==> src/rtl/spi_tx_scheduler.sv <==
// Shares the SPI slave serialiser send channel among NREQ requesters and forwards inbound commands.
// Define SCHED_FIXED_PRIO_EN to use fixed lowest-index-wins priority instead of round-robin.
module spi_tx_scheduler #(
    parameter int unsigned NREQ    = 4,
    parameter int unsigned DATA_W  = 48,
    parameter int unsigned TMO_CYC = 65535,
    parameter int unsigned ACK_WIN = 3
) (
    input  logic                   CLK,
    input  logic                   RST,
    input  logic [NREQ-1:0]        req,
    input  logic [NREQ*DATA_W-1:0] req_data,
    input  logic [NREQ*3-1:0]      req_type,
    input  logic [NREQ*4-1:0]      req_len,
    output logic [NREQ-1:0]        grant,
    output logic                   spi_send_trigger,
    output logic [DATA_W-1:0]      spi_output_data,
    output logic [2:0]             spi_msg_type,
    output logic [3:0]             spi_byte_count,
    output logic                   spi_long_coming,
    output logic                   spi_rst,
    input  logic                   spi_busy,
    input  logic                   spi_received,
    input  logic [15:0]            spi_rx_data,
    input  logic                   long_expect,
    output logic                   cmd_valid,
    output logic [15:0]            cmd_data,
    output logic                   tmo_err,
    input  logic                   err_clr
);

    localparam int unsigned IdxW = (NREQ > 1) ? $clog2(NREQ) : 1;

`ifdef SCHED_FIXED_PRIO_EN
    localparam bit FixedPrio = 1'b1;
`else
    localparam bit FixedPrio = 1'b0;
`endif

    typedef enum logic [2:0] {
        StIdle,
        StLaunch,
        StWaitAck,
        StWaitDone,
        StRecover
    } state_e;

    state_e            state_q, state_d;
    logic [IdxW-1:0]   ptr_q, ptr_d;
    logic [IdxW-1:0]   win_q, win_d;
    logic [15:0]       cnt_q, cnt_d;
    logic [DATA_W-1:0] data_q, data_d;
    logic [2:0]        type_q, type_d;
    logic [3:0]        count_q, count_d;
    logic              long_q, long_d;
    logic              rst_pulse_q, rst_pulse_d;
    logic              tmo_q, tmo_d;
    logic              cmd_valid_q;
    logic [15:0]       cmd_data_q;

    logic [IdxW-1:0]   pick;
    logic              found;
    int unsigned       rr_idx;
    logic [2:0]        sel_type;
    logic [3:0]        sel_len;
    logic [3:0]        sel_count;

    // Search upward from the pointer with wrap; fixed priority always starts at 0.
    always_comb begin
        pick   = '0;
        found  = 1'b0;
        rr_idx = 0;
        for (int unsigned i = 0; i < NREQ; i++) begin
            rr_idx = i;
            if (!FixedPrio) begin
                rr_idx = rr_idx + 32'(ptr_q);
                if (rr_idx >= NREQ) begin
                    rr_idx = rr_idx - NREQ;
                end
            end
            if (!found && req[rr_idx[IdxW-1:0]]) begin
                found = 1'b1;
                pick  = rr_idx[IdxW-1:0];
            end
        end
    end

    always_comb begin
        sel_type = req_type[pick*3 +: 3];
        sel_len  = req_len[pick*4 +: 4];
        case (sel_type)
            3'b001:  sel_count = 4'd1;
            3'b011:  sel_count = 4'd3;
            3'b110:  sel_count = 4'd6;
            3'b111:  sel_count = sel_len;
            default: sel_count = 4'd2;
        endcase
    end

    always_comb begin
        state_d     = state_q;
        ptr_d       = ptr_q;
        win_d       = win_q;
        cnt_d       = cnt_q;
        data_d      = data_q;
        type_d      = type_q;
        count_d     = count_q;
        long_d      = long_q;
        rst_pulse_d = 1'b0;
        tmo_d       = tmo_q & ~err_clr;
        grant       = '0;

        unique case (state_q)
            StIdle: begin
                // A busy serialiser here means an inbound receive is in progress.
                if (!spi_busy) begin
                    long_d = long_expect;
                    if (found) begin
                        win_d   = pick;
                        data_d  = req_data[pick*DATA_W +: DATA_W];
                        type_d  = sel_type;
                        count_d = sel_count;
                        state_d = StLaunch;
                    end
                end
            end
            StLaunch: begin
                cnt_d   = '0;
                state_d = StWaitAck;
            end
            StWaitAck: begin
                if (spi_busy) begin
                    cnt_d   = '0;
                    state_d = StWaitDone;
                end else if (cnt_q == 16'(ACK_WIN - 1)) begin
                    state_d = StIdle;
                end else begin
                    cnt_d = cnt_q + 16'd1;
                end
            end
            StWaitDone: begin
                if (!spi_busy) begin
                    grant[win_q] = 1'b1;
                    if (FixedPrio || (win_q == IdxW'(NREQ - 1))) begin
                        ptr_d = '0;
                    end else begin
                        ptr_d = win_q + 1'b1;
                    end
                    state_d = StIdle;
                end else if (cnt_q == 16'(TMO_CYC - 1)) begin
                    // Timeout overrides a simultaneous err_clr.
                    rst_pulse_d = 1'b1;
                    tmo_d       = 1'b1;
                    state_d     = StRecover;
                end else begin
                    cnt_d = cnt_q + 16'd1;
                end
            end
            StRecover: begin
                if (!spi_busy) begin
                    state_d = StIdle;
                end
            end
            default: state_d = StIdle;
        endcase
    end

    always_ff @(posedge CLK or posedge RST) begin
        if (RST) begin
            state_q     <= StIdle;
            ptr_q       <= '0;
            win_q       <= '0;
            cnt_q       <= '0;
            data_q      <= '0;
            type_q      <= '0;
            count_q     <= '0;
            long_q      <= 1'b0;
            rst_pulse_q <= 1'b0;
            tmo_q       <= 1'b0;
            cmd_valid_q <= 1'b0;
            cmd_data_q  <= '0;
        end else begin
            state_q     <= state_d;
            ptr_q       <= ptr_d;
            win_q       <= win_d;
            cnt_q       <= cnt_d;
            data_q      <= data_d;
            type_q      <= type_d;
            count_q     <= count_d;
            long_q      <= long_d;
            rst_pulse_q <= rst_pulse_d;
            tmo_q       <= tmo_d;
            // received only marks a completed receive, so it is forwarded in every state.
            cmd_valid_q <= spi_received;
            if (spi_received) begin
                cmd_data_q <= spi_rx_data;
            end
        end
    end

    assign spi_send_trigger = (state_q == StLaunch);
    assign spi_output_data  = data_q;
    assign spi_msg_type     = type_q;
    assign spi_byte_count   = count_q;
    assign spi_long_coming  = long_q;
    assign spi_rst          = rst_pulse_q;
    assign tmo_err          = tmo_q;
    assign cmd_valid        = cmd_valid_q;
    assign cmd_data         = cmd_data_q;

endmodule

==> config.mk <==
export PLATFORM = sky130hd
export DESIGN_NAME = spi_tx_scheduler
export DESIGN_NICKNAME = d
export VERILOG_FILES = /design/src/rtl/spi_tx_scheduler.sv
export SDC_FILE = /design/constraint.sdc
export NUM_CORES = 1
export LEC_CHECK = 0
export CAP_MARGIN = 30
export CORE_ASPECT_RATIO = 0.6
export CORE_MARGIN = 5
export CORE_UTILIZATION = 50
export CTS_CLUSTER_DIAMETER = 120
export DETAILED_ROUTE_END_ITERATION = 16
export DONT_BUFFER_PORTS = 1
export PLACE_DENSITY = 0.63
export SLEW_MARGIN = 20
export SYNTH_ARGS = -nofsm -noshare
export SYNTH_HDL_FRONTEND = slang
export SYNTH_SLANG_ARGS = --single-unit
==> constraint.sdc <==
create_clock -name CLK -period 3.8 [get_ports CLK]
set_input_delay 0.95 -clock CLK [delete_from_list [all_inputs] [get_ports CLK]]
set_output_delay 0.95 -clock CLK [all_outputs]
set_load 0.01 [all_outputs]
[Yosys cells after proc, flatten, opt, wreduce, memory -nomap -nowiden]
Cells that the tools add are included.
Word-level totals
  flip-flop bits (word level): 98
  bits in latches: 0
  bits in writable memories: 0
  bits in read-only memories: 0
  output and inout bits: 80
  logic and storage cells: 117
  memories: 0
Cells by class
  add/sub/neg operators: 9
  multiply operators: 2
  divide/modulo/power cells: 0
  magnitude comparators: 10
  equal/unequal tests: 19
  shift-type cells: 3
  muxes and demuxes: 45
  bitwise operators: 3
  reduce and logical (&&, ||, !) cells: 14
Operators with widths (number)
  variable part select 192 x 9 -> 48 bit: 1
  2-to-1 mux 16 bit: 4
  one-hot mux 16 bit (3 select lines): 1
  2-to-1 mux 3 bit: 7
  2-to-1 mux 2 bit: 9
  adder 16 x 1 -> 16 bit (second input constant): 1
  equality test 16 bit (second input constant): 1
  equality test 16 x 2 -> 1 bit (second input constant): 1
  one-hot mux 4 bit (4 select lines): 1
  variable part select 16 x 5 -> 4 bit: 1
  < comparator 2 x 3 -> 1 bit (second input constant): 5
  2-to-1 mux 1 bit: 15
  one-hot mux 3 bit (5 select lines): 1
  variable part select 12 x 5 -> 3 bit: 1
  inequality test 2 bit (second input constant): 5
  equality test 3 x 2 -> 1 bit (second input constant): 3
  equality test 3 bit (second input constant): 3
  greater-or-equal comparator 3 bit (second input constant): 3
  inequality test 3 bit (second input constant): 3
  binary-select mux 1 bit (select 2 bit): 4
  multiplier 2 x 2 -> 4 bit (second input constant): 2
  2-to-1 mux 4 bit: 2
  subtractor 2 x 1 -> 2 bit (second input constant): 4
  adder 2 x 2 -> 3 bit (first input constant): 2
  other kinds (17): 25

[Depth between registers and ports, before layout]
  depth after elaboration: 18
  gate-level depth with buffers: 10
  mapped depth without buffers: 8

[Worst setup path after synthesis]
OpenSTA, ideal clock, no wires.
  kind: input to register
  from: in req[2]
  to: reg count_q[2], in the netlist spi_byte_count[2]
  library setup time: 0.133 ns
  arrival: 2.533 ns
  required time: 3.667 ns
  setup slack: 1.134 ns
  stages on the path: 8
  cell sequence: nor2b_1 -> or4b_1 -> and2_1 -> buf_6 -> mux2i_1 -> mux2i_1 -> a21boi_1 -> o31ai_2
On the way
  word-level cells in the longest chain between the ends: 16
  elaborated cells between the ends (all ways): 31
  those cells by class: 1 x mul; 4 x eq/ne; 2 x shift; 17 x mux; 7 x reduce/logical
RTL lines
  start, declared: RTL line 11  | input logic [NREQ-1:0] req,
  binary-select mux 1 bit (select 2 bit): RTL line 81  | if (!found && req[rr_idx[IdxW-1:0]]) begin
  2-to-1 mux 1 bit (not written as such): RTL line 81
  2-to-1 mux 1 bit: RTL line 81
  logical NOT 1 bit: RTL line 81
  logical AND 1 bit: RTL line 81
  2-to-1 mux 1 bit: RTL line 81
  logical NOT 1 bit: RTL line 81
  logical AND 1 bit: RTL line 81
  2-to-1 mux 1 bit: RTL line 81
  logical NOT 1 bit: RTL line 81
  logical AND 1 bit: RTL line 81
  2-to-1 mux 2 bit: RTL line 81
  multiplier 2 x 2 -> 4 bit: RTL line 89  | sel_type = req_type[pick*3 +: 3];
  variable part select 12 x 5 -> 3 bit: RTL line 89
  equality test 3 bit (tied with other cells): RTL line 91  | case (sel_type)
  one-hot mux 4 bit (4 select lines): RTL line 91
  end signal, assigned: RTL line 189  | count_q <= count_d;
  end, declared: RTL line 54  | logic [3:0] count_q, count_d;
Several ways; a longest one is shown, not always the timed one. The select of a mux whose other input is x is not followed.
A chain may end at the register's enable or synchronous reset.

[Worst setup path in the final report]
Ends and elaborated chain as after synthesis.

==> flow_summary.json <==
{
  "finalMaxSlewViolations": 0,
  "cp.required_ns": 4.06,
  "synth_top_flop_cell": "dfrtp_1",
  "dieArea_mm2": 0.0141,
  "clock_skew_ns": 0.00766,
  "finalCritPeriodShare": 0.685,
  "critPathCaptureType": "flip-flop",
  "hp-class": "flip-flop to flip-flop",
  "placed_area_mm2": 0.00599,
  "grt_start_max_net_pins": 65,
  "rsz0062_at_grt": "false",
  "netlist_area_mm2": 0.00590,
  "drive_above_1_share": 0.0876,
  "final-hold-violation-count": 0,
  "holdWs_ns": 0.522,
  "core_area_mm2": 0.0114,
  "die_w_um": 150,
  "grt_usage": 0.260,
  "ys_types": 51,
  "min_period_ns": 2.60,
  "cts_sinks": 98,
  "ys_ff_latch": 98,
  "synth-simple-area-share": 0.403,
  "maxCapViolations": 0,
  "io_buffers": 0,
  "grt_pass1_wl_mm": 28.9,
  "status": "finished, final reports clean",
  "start_kind": "input port",
  "peakVddDrop_v": 0.000301,
  "synth-xor-area-share": 0,
  "tightestPinTransition_ns": 0.919,
  "pin_count": 326,
  "drtIter0Drc": 364,
  "synth_fa_ha_area_frac": 0.0127,
  "fmax_mhz": 384,
  "numCtsBuffers": 9,
  "cp_max_fo": 13,
  "postLayoutCoreUtil": 0.554,
  "postRouteAntennaNets": 0,
  "cts-resized-gates": 0,
  "critPathKind": "input port to flip-flop",
  "rows": 30,
  "vias_per_cell": 5.91,
  "start_util": 0.517,
  "root_buffer": "clkbuf_16",
  "synth_mux_area_frac": 0.0448,
  "ys_seq_area_frac": 0.416,
  "first_global_vias": 5345,
  "totalWireLength_mm": 19.1,
  "syn_inst": 803,
  "cp.arrival_ns": 2.86,
  "layout.nets": 1023,
  "insertion_delay_ns": 0.35,
  "drt_pre_antenna_iters": 5,
  "synth_edf_count": 0,
  "drc_errors": 0,
  "diodes": 0,
  "p_leak_nw": 3.02,
  "ys_warn_count": 0,
  "htree_levels": 3,
  "gr-total-overflow": 0,
  "fin_setup_tns_ns": 0,
  "cts_hold_buf": 0,
  "antenna_found_initial": 0,
  "synth_compound_area_frac": 0.0721,
  "cts_tree": "done",
  "post_drt_wl_per_cell_um": 20.4,
  "vias": 5534,
  "cts.clk_slew.worst_paths_ns": 0.07,
  "syn_area_per_cell_um2": 7.34,
  "syn_nets": 1055,
  "area_delta_synth_final_pct": 7.30,
  "finalSetupViolations": 0,
  "synth_top_family_by_area": "simple AND/OR/NAND/NOR gates",
  "dieHeight_um": 94.1,
  "design_area_mm2": 0.00633,
  "synthArstFlopShare": 1.00,
  "cts_setup_buffers": 0,
  "gp_congestion": 0.885,
  "design_power_total_mw": 4.85,
  "slew_headroom": 0.388,
  "cts.path.max_buffers": 2,
  "cellPowerDensity_mw_per_mm2": 767,
  "dp_hpwl_mm": 14.6
}
per-stage QoR:
step,cells,setup WS [ns]
after global routing,936,1.05
after global placement,920,0.942
after detailed placement,920,0.859
final,936,1.20
after floorplan,803,0.288
after CTS,936,1.21
layout by cell type (no fill, tap or decap), types with 2 or more instances in the layout:
cell and instances:
a21oi_1 11, nand2_1 327, or4_1 2, a31oi_1 3
clkbuf_16 9, o41ai_1 3, nand4_1 3, ha_1 6
mux2i_1 5, inv_6 2, mux2_2 19, nand3_2 2
inv_1 5, inv_8 2, nor4_1 4, nor2b_1 5
and3_1 3, dfrtp_1 98, a22oi_2 2, buf_4 15
o21ai_0 23, nor2_1 16, and2_1 5, nand3_1 157
nor3_1 4, bufinv_16 2, nand2b_1 5, o31ai_1 8
per-layer routing:
| metal | share of wire | wire [um] | up-vias | global-route usage |
|---|---|---|---|---|
| li1 | - | - | 2620 | - |
| met1 | 0.42 | 7940 | 2614 | 0.344 |
| met2 | 0.47 | 9040 | 258 | 0.412 |
| met3 | 0.083 | 1600 | 42 | 0.0757 |
| met4 | 0.028 | 537 | 0 | 0.0868 |
| met5 | 0 | 0 | - | 0 |
path summary, 6_finish.rpt:
kind                                       start                         endpoint  slack (ns)  depth (start not counted)
setup / recovery                          req[2]    spi_byte_count[2]$_DFFE_PP0P_        1.20                          7
hold / removal             cnt_q[12]$_DFFE_PP0P_            cnt_q[12]$_DFFE_PP0P_        0.52                          1
setup reg to reg            cnt_q[6]$_DFFE_PP0P_            cnt_q[10]$_DFFE_PP0P_        1.20                          6
hold reg to reg            cnt_q[12]$_DFFE_PP0P_            cnt_q[12]$_DFFE_PP0P_        0.52                          1
max in group asynchronous                    RST  spi_output_data[11]$_DFFE_PP0P_        2.37                          2
min in group asynchronous                    RST                tmo_err$_DFF_PP0_        0.61                          1
critical path, cell delays in order:
cell	delay, ns
nor2b_1	0.12
a21boi_0	0.43
o32a_2	0.44
a21oi_1	0.09
a22oi_2	0.39
nand2_1	0.19
o31ai_2	0.24
report_power, final:
group / total [mW] / leakage, nW / switching [mW] / internal (mW)
sequential: 1.86 / 1.23 / 0.479 / 1.39
combinational: 1.97 / 1.62 / 1.30 / 0.671
clock: 1.02 / 0.160 / 0.430 / 0.591
total: 4.85 / 3.02 / 2.21 / 2.65
cells in the mapped netlist, drive strengths merged (6+ instances only):
| cell type | n | area [um^2] |
|---|---|---|
| a21oi | 11 | 55.1 |
| nor2 | 16 | 60.1 |
| nand2b | 6 | 37.5 |
| buf | 27 | 158 |
| clkbuf | 32 | 120 |
| nand3 | 159 | 806 |
| nor2b | 6 | 37.5 |
| and2 | 6 | 37.5 |
| inv | 7 | 26.3 |
| nand2 | 328 | 1230 |
| mux2 | 19 | 214 |
| o21ai | 23 | 115 |
| o31ai | 9 | 72.6 |
| dfrtp | 98 | 2450 |
| ha | 6 | 75.1 |
logic make-up (layout without fill, tap and decap cells):
family	after synthesis	after routing
compound gates	64	64
fa+ha+maj	6	6
simple gates	545	545
mux	24	24
buf+inv	66	39
flops	98	98
state kept, by name, summed over array words and instances, names as in the netlist:
name / flops
cmd_valid: 1
spi_long_coming: 1
cmd_data: 16
ptr_q: 2
spi_rst: 1
cnt_q: 16
spi_output_data: 48
spi_byte_count: 4
tmo_err: 1
spi_msg_type: 3
win_q: 2
state_q: 3
final cells by class:
type	instances	area [um^2]
fillers	1083	5080
multi-input cells	639	3180
flip-flops and latches	98	2450
clock buffers	9	225
well taps	160	200
repair buffers	16	133
clock inverters	7	108
inverters	7	28.8
No activity file was read; power rests on OpenSTA's default activity.
